[config.mk]
export PLATFORM = sky130hd
export DESIGN_NAME = sfifo_rd_stream_flat
export DESIGN_NICKNAME = d
export VERILOG_FILES = /design/src/rtl/sfifo_rd_stream_if.sv /design/src/rtl/sfifo_rd_stream.sv /design/src/flat_wrapper.sv
export SDC_FILE = /design/constraint.sdc
export NUM_CORES = 1
export LEC_CHECK = 0
export CAP_MARGIN = 0
export CORE_MARGIN = 5
export CORE_UTILIZATION = 38
export DETAILED_ROUTE_END_ITERATION = 8
export GPL_TIMING_DRIVEN = 1
export HOLD_SLACK_MARGIN = 0.06
export PLACE_DENSITY_LB_ADDON = 0.1
export SLEW_MARGIN = 20
export SYNTH_ARGS = -nofsm -noshare
export SYNTH_HDL_FRONTEND = slang
export SYNTH_SLANG_ARGS = --single-unit
[constraint.sdc]
create_clock -name clk -period 3.4 [get_ports clk]
set_input_delay 0.68 -clock clk [delete_from_list [all_inputs] [get_ports clk]]
set_output_delay 0.68 -clock clk [all_outputs]
set_load 0.03 [all_outputs]
[src/rtl/sfifo_rd_stream_if.sv]
// Bundle of FIFO read-port and outgoing valid/ready stream signals for sfifo_rd_stream.
// The slave modport is the stage's view; master is the view of whatever drives the FIFO and sinks the stream.
interface sfifo_rd_stream_if #(
    parameter int G_DATAWIDTH = 32
);
    logic                   fifo_empty;
    logic                   fifo_underflow;
    logic                   fifo_rd_en;
    logic [G_DATAWIDTH-1:0] fifo_rd_data;
    logic                   m_valid;
    logic                   m_ready;
    logic [G_DATAWIDTH-1:0] m_data;

    modport slave (
        input  fifo_empty,
        input  fifo_underflow,
        input  fifo_rd_data,
        input  m_ready,
        output fifo_rd_en,
        output m_valid,
        output m_data
    );

    modport master (
        output fifo_empty,
        output fifo_underflow,
        output fifo_rd_data,
        output m_ready,
        input  fifo_rd_en,
        input  m_valid,
        input  m_data
    );
endinterface

[src/rtl/sfifo_rd_stream.sv]
// Read stage behind a non-FWFT synchronous FIFO: issues reads from the registered empty flag,
// captures returning data into a 2-entry holding buffer and presents it as a valid/ready stream.
module sfifo_rd_stream #(
    parameter int G_DATAWIDTH = 32,
    parameter int G_RDLAT     = 1
) (
    input  logic                  clk,
    input  logic                  rst,
    sfifo_rd_stream_if.slave      bus,
    input  logic                  flush,
    output logic [1:0]            occupancy,
    output logic                  err_underflow
);

    generate
        if (G_RDLAT != 1) begin : g_bad_rdlat
            $error("sfifo_rd_stream supports only G_RDLAT = 1");
        end
    endgenerate

    logic [1:0]             count_q, count_d;
    logic                   inflight_q, inflight_d;
    logic                   drop_pend_q, drop_pend_d;
    logic                   err_q, err_d;
    logic [G_DATAWIDTH-1:0] head_q, head_d;
    logic [G_DATAWIDTH-1:0] tail_q, tail_d;

    logic                   pop;
    logic                   capture;
    logic                   rd_en;
    logic [2:0]             demand;
    logic [1:0]             count_after_pop;
    logic [2:0]             count_next;

    always_comb begin
        pop             = (count_q != 2'd0) & bus.m_ready;
        capture         = inflight_q & ~drop_pend_q;

        // Words held plus the one already requested, less the one leaving now; pop implies count >= 1.
        demand          = {1'b0, count_q} + {2'b00, inflight_q} - {2'b00, pop};
        rd_en           = ~rst & ~bus.fifo_empty & ~flush & (demand <= 3'd1);

        count_after_pop = count_q - {1'b0, pop};
        count_next      = {1'b0, count_after_pop} + {2'b00, capture};

        head_d = head_q;
        tail_d = tail_q;
        if (pop && (count_q == 2'd2)) begin
            head_d = tail_q;
        end
        if (capture) begin
            if (count_after_pop == 2'd0) begin
                head_d = bus.fifo_rd_data;
            end else begin
                tail_d = bus.fifo_rd_data;
            end
        end

        count_d     = flush ? 2'd0 : count_next[1:0];
        inflight_d  = rd_en;
        drop_pend_d = flush & inflight_q;
        err_d       = err_q | (bus.fifo_underflow & inflight_q);
    end

    always_ff @(posedge clk or posedge rst) begin
        if (rst) begin
            count_q     <= 2'd0;
            inflight_q  <= 1'b0;
            drop_pend_q <= 1'b0;
            err_q       <= 1'b0;
            head_q      <= '0;
            tail_q      <= '0;
        end else begin
            count_q     <= count_d;
            inflight_q  <= inflight_d;
            drop_pend_q <= drop_pend_d;
            err_q       <= err_d;
            head_q      <= head_d;
            tail_q      <= tail_d;
        end
    end

    assign bus.fifo_rd_en = rd_en;
    assign bus.m_valid    = (count_q != 2'd0);
    assign bus.m_data     = head_q;
    assign occupancy      = count_q;
    assign err_underflow  = err_q;

    // Read issue is throttled on count + inflight, so the buffer can never be asked to hold a third word.
    a_no_overflow: assert property (@(posedge clk) disable iff (rst) count_next <= 3'd2);

endmodule
[src/flat_wrapper.sv]
// flat-port wrapper written by rule: the top's interface ports become plain ports
module sfifo_rd_stream_flat 
#(
    parameter int G_DATAWIDTH = 32,
    parameter int G_RDLAT     = 1
)
  (clk, rst, flush, occupancy, err_underflow, bus_fifo_empty, bus_fifo_underflow, bus_fifo_rd_data, bus_m_ready, bus_fifo_rd_en, bus_m_valid, bus_m_data);
  sfifo_rd_stream_if #(.G_DATAWIDTH(G_DATAWIDTH)) bus_i ();
  input  logic clk;
  input  logic rst;
  input  logic flush;
  output logic [1:0] occupancy;
  output logic err_underflow;
  input wire logic [$bits(bus_i.fifo_empty)-1:0] bus_fifo_empty;
  input wire logic [$bits(bus_i.fifo_underflow)-1:0] bus_fifo_underflow;
  input wire logic [$bits(bus_i.fifo_rd_data)-1:0] bus_fifo_rd_data;
  input wire logic [$bits(bus_i.m_ready)-1:0] bus_m_ready;
  output wire logic [$bits(bus_i.fifo_rd_en)-1:0] bus_fifo_rd_en;
  output wire logic [$bits(bus_i.m_valid)-1:0] bus_m_valid;
  output wire logic [$bits(bus_i.m_data)-1:0] bus_m_data;
  assign bus_i.fifo_empty = bus_fifo_empty;
  assign bus_i.fifo_underflow = bus_fifo_underflow;
  assign bus_i.fifo_rd_data = bus_fifo_rd_data;
  assign bus_i.m_ready = bus_m_ready;
  assign bus_fifo_rd_en = bus_i.fifo_rd_en;
  assign bus_m_valid = bus_i.m_valid;
  assign bus_m_data = bus_i.m_data;
  sfifo_rd_stream #(.G_DATAWIDTH(G_DATAWIDTH), .G_RDLAT(G_RDLAT)) u_core (.clk(clk), .rst(rst), .bus(bus_i), .flush(flush), .occupancy(occupancy), .err_underflow(err_underflow));
endmodule
**Word-level counts from Yosys, hierarchy flattened**

Index checks and enable logic that the tools add are counted.

- Input bits: 38
- Output and inout bits: 37
- Flip-flop bits (word level): 69
- Word-level logic and storage cells: 33

- Add/sub/neg operators: 4
- Order comparisons: 1
- Reductions and logical operators: 4
- Equal/unequal tests: 1
- Bitwise gates (word level): 13
- Muxes and demuxes: 4

Operators with widths:

| kind | number |
|---|---|
| 32-bit 2-to-1 mux | 3 |
| 1-bit AND | 7 |
| 1-bit NOT | 5 |
| 2-bit by 1-bit adder with 3-bit output | 1 |
| 3-bit by 1-bit less-or-equal comparator with 1-bit output (second input constant) | 1 |
| 3-bit by 1-bit subtractor with 3-bit output | 1 |
| 2-bit by 1-bit adder with 2-bit output | 1 |
| 2-bit == test (second input constant) | 1 |
| 2-bit logical NOT | 1 |
| 2-bit 2-to-1 mux | 1 |
| 2-bit AND reduction | 1 |
| 2-bit nonzero test | 1 |
| 2-bit by 1-bit subtractor with 2-bit output | 1 |
| 1-bit logical AND | 1 |
| 1-bit OR | 1 |

**Depth between registers and ports, before layout**

Gate-level depths: netlist of the first run.

- Depth after elaboration: 6
- Depth in mapped cells: 9
- Mapped depth without buffers: 9

**Least setup slack after synthesis of the first run**

Ideal clock, no wire load.

- Path kind: input to output
- Start: input port rst
- End: output port bus_fifo_rd_en
- Setup slack: -13 ps
- Buffers on the path: 0
- Stages on the path: 2
- Arrival time: 2733 ps
- Cell sequence: inv_1 -> and4_1

- Longest elaborated chain between the ends: 4

RTL lines:

| item | line | RTL |
|---|---|---|
| start, declared | flat_wrapper.sv:10 | `input logic rst;` |
| 1-bit NOT | sfifo_rd_stream.sv:41 | `rd_en = ~rst & ~bus.fifo_empty & ~flush & (demand <= 3'd1);` |
| 1-bit AND (3 in a row) | sfifo_rd_stream.sv:41 |  |
| end, declared | flat_wrapper.sv:18 | `output wire logic [$bits(bus_i.fifo_rd_en)-1:0] bus_fifo_rd_en;` |

Every way passes these cells.

**Final worst setup path of the first run**

- Start: input port bus_m_ready
- End: output port bus_fifo_rd_en

- Longest elaborated chain between the ends: 4

RTL lines:

| item | line | RTL |
|---|---|---|
| start, declared | flat_wrapper.sv:17 | `input wire logic [$bits(bus_i.m_ready)-1:0] bus_m_ready;` |
| 1-bit AND | sfifo_rd_stream.sv:36 | `pop = (count_q != 2'd0) & bus.m_ready;` |
| 3-bit by 1-bit subtractor with 3-bit output | sfifo_rd_stream.sv:40 | `demand = {1'b0, count_q} + {2'b00, inflight_q} - {2'b00, pop};` |
| 3-bit by 1-bit less-or-equal comparator with 1-bit output | sfifo_rd_stream.sv:41 |  |
| 1-bit AND | sfifo_rd_stream.sv:41 |  |

Every way passes these cells.

==> impl_metrics.toml, run 1 <==
[outcome]
outcome = "complete, no violations"

[clock_tree]
cts_buffers = 9
cts.sinks = 69
cts_buffer_depth = 2
hold_buffers = 0
htree_levels = 3
clk_pin_slew_ns = 0.07
cts_root_buf = "clkbuf_8"
insertion_delay_ns = 0.34
cts_tree = "built"

[min_path]
hp-class = "flip-flop to flip-flop"
min_from = "u_core.err_underflow"
hold_depth = 1
min_to = "u_core.err_underflow"

[yosys]
synth_cells = 198
synth_ff_type = "dfrtp_1"
synth-edff-count = 0
ys_top_cells_by_area = "dfrtp_1, mux2_2, ha_1"
synth_nets = 241
yosys.area.top_type = "dfrtp_1"
synth_top_area_frac = 0.560
synthArstFlopShare = 1.00
ys_ff_latch = 69
ys_types = 20
postSynthAreaPerCell_sq_um = 15.6
ys_top_cells_by_count = "mux2_2, dfrtp_1, ha_1, inv_1"
ys_seq_area_frac = 0.560
synthMostInstantiatedCell = "mux2_2"
ys.warnings.count = 0
synth.cell_area_sq_um = 3090

[setup_path]
crit_slowest_cell = "clkdlybuf4s50_1"
start_kind = "input port"
worst_ep_required_time_ns = 2.72
r2r_slack_ns = 1.16
reg2reg_depth = 10
critPathCaptureType = "output pin"
crit_fanout = 2
cp_slowest_stage_delay_ns = 0.50
r2r-start = "u_core.occupancy[0]"
crit_type = "input port to output pin"
worstPathArrival_ns = 2.63
critical-path-top-delay-family = "buffers and inverters"
crit_buf_inv = 4
r2r_end = "u_core.inflight_q"
crit_chain = "clkdlybuf4s50_1, and2_4, ha_4, inv_2, ha_1, inv_1, fa_1, xnor2_1, and4_1, buf_6"

[timing]
hold_violations = 0
fin_crit_ns = 3.31
setup_tns_ns = 0
drv_slew = 0
setup_violations = 0
slew_headroom = 0.421
skew_ns = 0.00526
worst_slew_pin_slew_ns = 0.869
fmax_ghz = 0.302
final.period_utilization = 0.974
grt_setup_unrepaired = "false"
timing.hold.ws_ns = 0.462

[power_and_ir_drop]
p_leak_nw = 1.85
pwr_density_cell_nw_per_um2 = 985
vdd_drop_max_mv = 0.403

[floorplan]
fp.dieW_microns = 100
start_util = 0.395
rows = 32
pin_count = 75
dieHeight_microns = 100
design.core.area_sq_um = 7810
die_area_sq_um = 10000

[global_route]
globalRouteOverflowTotal = 0
first_global_vias = 1984
grt_pass1_wl_microns = 9780
antenna_found_initial = 0
grt_max_degree = 70
track_usage = 0.126

[detailed_routing]
drt_wl_total_microns = 5960
num_vias = 1833
drtAntennaViolNets = 0
vias_per_cell = 4.70
drc = 0
drt_iter0_markers = 33
first_pass_iters = 4
wl_per_cell_microns = 15.3

[layout]
antenna_cells = 0
area_delta_synth_final_pct = 37.7
drive_gt1_frac = 0.455
layout.nets = 326
stdcell_count = 390

[place]
dp_hpwl_microns = 3980
gp_congestion = 0.699
portBuffers = 74
post-place-cells = 374

[run]
drv_cap = 0
-- state kept, by name (all words and copies together), names as in the netlist --
register              count
u_core.drop_pend_q        1
u_core.inflight_q         1
u_core.occupancy          2
u_core.tail_q            32
u_core.err_underflow      1
u_core.bus.m_data        32
-- routing by layer --
metal	global-route usage	part of all wire
met5	0	0
met3	0.0514	0.072
met1	0.152	0.44
met2	0.204	0.47
met4	0.0466	0.015
-- power by group --
part | switching [mW] | internal [mW]
combinational | 0.864 | 1.04
clock | 0.307 | 0.582
sequential | 0.182 | 1.21
total | 1.35 | 2.83
-- worst max path at each step --
| stage | start | end | slack (ns) | cells after the start |
|---|---|---|---|---|
| 2_1_floorplan | u_core.occupancy[1] | bus_fifo_rd_en | 0.07 | 9 |
| 3_3_place_gp | bus_m_ready | bus_fifo_rd_en | 0.01 | 10 |
| 3_5_place_dp | bus_m_ready | bus_fifo_rd_en | 0.005 | 10 |
| 4_1_cts | bus_m_ready | bus_fifo_rd_en | 0.02 | 10 |
| 5_1_grt | bus_m_ready | bus_fifo_rd_en | 0.004 | 10 |
| 6_report | bus_m_ready | bus_fifo_rd_en | 0.09 | 10 |
-- through the flow --
stage               instance area (sq um)  total power [mW]  utilization  worst slack, ns
finish                               4250              4.18        0.544           0.0887
global placement                     3960              3.29        0.507           0.0101
CTS                                  4230              4.23        0.542           0.0244
detailed placement                   3960              3.33        0.507          0.00534
global route                         4250              4.44        0.544          0.00416
floorplan                            3090              2.67            -           0.0698
-- cells in the final DEF, fill, tap and decap left out, drive strengths merged --
master / netlist / routed
dfrtp: 69 / 69
clkinvlp: 0 / 1
a21boi: 1 / 1
clkbuf: 0 / 10
and4: 1 / 1
fa: 1 / 1
or2: 1 / 1
nand3: 1 / 1
inv: 4 / 3
bufinv: 0 / 4
nand3b: 1 / 1
buf: 9 / 10
nor2: 2 / 2
mux2: 96 / 96
ha: 4 / 4
clkinv: 0 / 2
nor2b: 2 / 2
clkdlybuf4s50: 0 / 73
a21o: 1 / 1
xnor2: 2 / 2
xor2: 1 / 1
and2: 2 / 2
-- cell families after synthesis --
family	Yosys count	synth area share
xor gates and xnor gates	3	0.0110
adders and majority gates	5	0.0227
buffers and inverters	13	0.0280
and+or+nand+nor	10	0.0223
DFF	69	0.560
muxes	96	0.350
AOI/OAI and AO/OA	2	0.00608
-- what timing repair did --
action / CTS / global route
setup buffers: 0 / 0
cloned: 0 / 0
pin swaps: 1 / 1
gates resized for setup: 1 / 3
setup endpoints to repair: 1 / 1
-- cell type report --
cell class / count / area [sq um]
multi-input combinational: 116 / 1290
sequential: 69 / 1730
timing repair buffer: 83 / 810
fill: 683 / 3560
clock inverter: 6 / 134
inverter: 4 / 18.8
tap: 102 / 128
clock buffer: 10 / 138
(Power assumes the default switching activity.)
==> run 2: changes to the inputs <==
- CORE_ASPECT_RATIO: unset -> 1.5
==> impl_metrics.toml, run 2 (synthesis gave the netlist of run 1 again) <==
[setup_path]
crit_type = "input port to output pin"
crit_buf_inv = 4
crit_chain = "clkdlybuf4s50_1, and2_4, ha_4, inv_2, ha_1, inv_1, fa_2, and4_1, buf_6"
crit_fanout = 2
start_kind = "input port"
cp_slowest_stage_delay_ns = 0.50
critical-path-top-delay-family = "adder cells"
critPathCaptureType = "output pin"
crit_slowest_cell = "fa_2"
worst_ep_required_time_ns = 2.72
worstPathArrival_ns = 2.62

[min_path]
hp-class = "flip-flop to flip-flop"

[layout]
regArea_sq_um = 1730
area_delta_synth_final_pct = 38.8
final_common_cell = "mux2_2"
fillerInstances = 688
drive_gt1_frac = 0.451
final_cell_mix = "mux2_2, clkdlybuf4s50_1, dfrtp_1"
multi_input_area_sq_um = 1300
stdcell_count = 393
antenna_cells = 0
layout.nets = 327

[global_route]
globalRouteMet3Util = 0.0518
first_global_vias = 2051
grt_max_degree = 70
grt.busiest_layer = "met2"
antenna_found_initial = 0
grt_util_met2 = 0.218
globalRouteOverflowTotal = 0
use_met1 = 0.146
grt_pass1_wl_microns = 10200
track_usage = 0.132

[clock_tree]
cts_tree = "built"
cts_buffers = 9
insertion_delay_ns = 0.32
cts.sinks = 69
clk_pin_slew_ns = 0.05
cts_root_buf = "clkbuf_16"
htree_levels = 3
cts_buffer_depth = 2
hold_buffers = 0

[power_and_ir_drop]
vdd_drop_max_mv = 0.481
pwr_density_cell_nw_per_um2 = 973
p_leak_nw = 1.86

[timing]
fmax_ghz = 0.303
worst_slew_pin_slew_ns = 0.881
slew_headroom = 0.412
grt_setup_unrepaired = "false"
setup_violations = 0
final.period_utilization = 0.971
hold_violations = 0
skew_ns = 0.00251
drv_slew = 0
fin_crit_ns = 3.30
setup_tns_ns = 0

[floorplan]
die_area_sq_um = 10100
start_util = 0.388
pin_count = 75
fp.dieW_microns = 83.6
design.core.area_sq_um = 7960
dieHeight_microns = 120
rows = 40

[place]
gp_congestion = 0.678
dp_hpwl_microns = 3990
portBuffers = 74
post-place-cells = 377

[detailed_routing]
num_vias = 1846
drtAntennaViolNets = 0
wl_per_cell_microns = 15.4
vias_per_cell = 4.70
drt_iter0_markers = 35
drc = 0
first_pass_iters = 2
drt_wl_total_microns = 6060

[run]
drv_cap = 0

[outcome]
outcome = "complete, no violations"
[run 2: cell types whose count changed in the layout (fill, tap and decap cells not counted), sizes merged]
| cell | before | now |
|---|---|---|
| clkbuf | 10 | 14 |
| buf | 10 | 11 |
| bufinv | 4 | 0 |
| clkinv | 2 | 1 |
[run 2: where the power goes]
group	internal (mW)	switching, mW	leakage (nW)
Sequential	1.22	0.178	0.851
Combinational	1.04	0.866	0.865
Clock	0.548	0.315	0.139
Total	2.81	1.36	1.86
[run 2: timing repair]
item / 4_1_cts / 5_1_grt
setup endpoints to repair: 1 / 1
pin swaps: 1 / 3
resized for setup: 1 / 4
setup buffers: 0 / 1
[run 2: path summary, 6_finish.rpt]
check / start / endpoint / slack (ns) / cells after the start
hold reg to reg: u_core.err_underflow / u_core.err_underflow / 0.45 / 1
setup / recovery: bus_m_ready / bus_fifo_rd_en / 0.1 / 9
max in group asynchronous: rst / u_core.tail_q[7] / 1.81 / 3
hold / removal: u_core.err_underflow / u_core.err_underflow / 0.45 / 1
min in group asynchronous: rst / u_core.inflight_q / 1.02 / 3
setup reg to reg: u_core.occupancy[0] / u_core.tail_q[19] / 1.13 / 7
[run 2: worst reg2reg max path, cell delays in order (launching register included)]
cell      delay, ns
dfrtp_1        0.40
or2_2          0.31
and2_4         0.16
ha_4           0.16
xnor2_2        0.17
a21boi_4       0.38
buf_12         0.23
mux2_2         0.35
[run 2: area by class of cell]
type                            instances  share of cell area
Sequential cell                        69               0.403
Tap cell                              105              0.0307
Inverter                                4             0.00438
Multi-Input combinational cell        116               0.303
Clock inverter                          1             0.00117
Clock buffer                           14              0.0640
Timing Repair Buffer                   84               0.194
[run 2: metal layers]
| layer | up-vias | wire length [microns] |
|---|---|---|
| met5 | - | 0 |
| met3 | 12 | 431 |
| li1 | 876 | - |
| met1 | 909 | 2390 |
| met2 | 49 | 3090 |
| met4 | 0 | 138 |
[run 2: metrics by stage]
stage	total power, mW	setup WS (ns)	cell area, sq um	hold WS (ns)	util
global placement	3.30	0.0417	3980	0.437	0.500
detailed placement	3.33	-0.0188	3980	0.444	0.500
global route	4.44	0.0101	4280	0.488	0.538
finish	4.17	0.0980	4280	0.451	0.538
floorplan	2.67	0.0698	3090	0.477	-
CTS	4.22	0.0116	4260	0.456	0.535
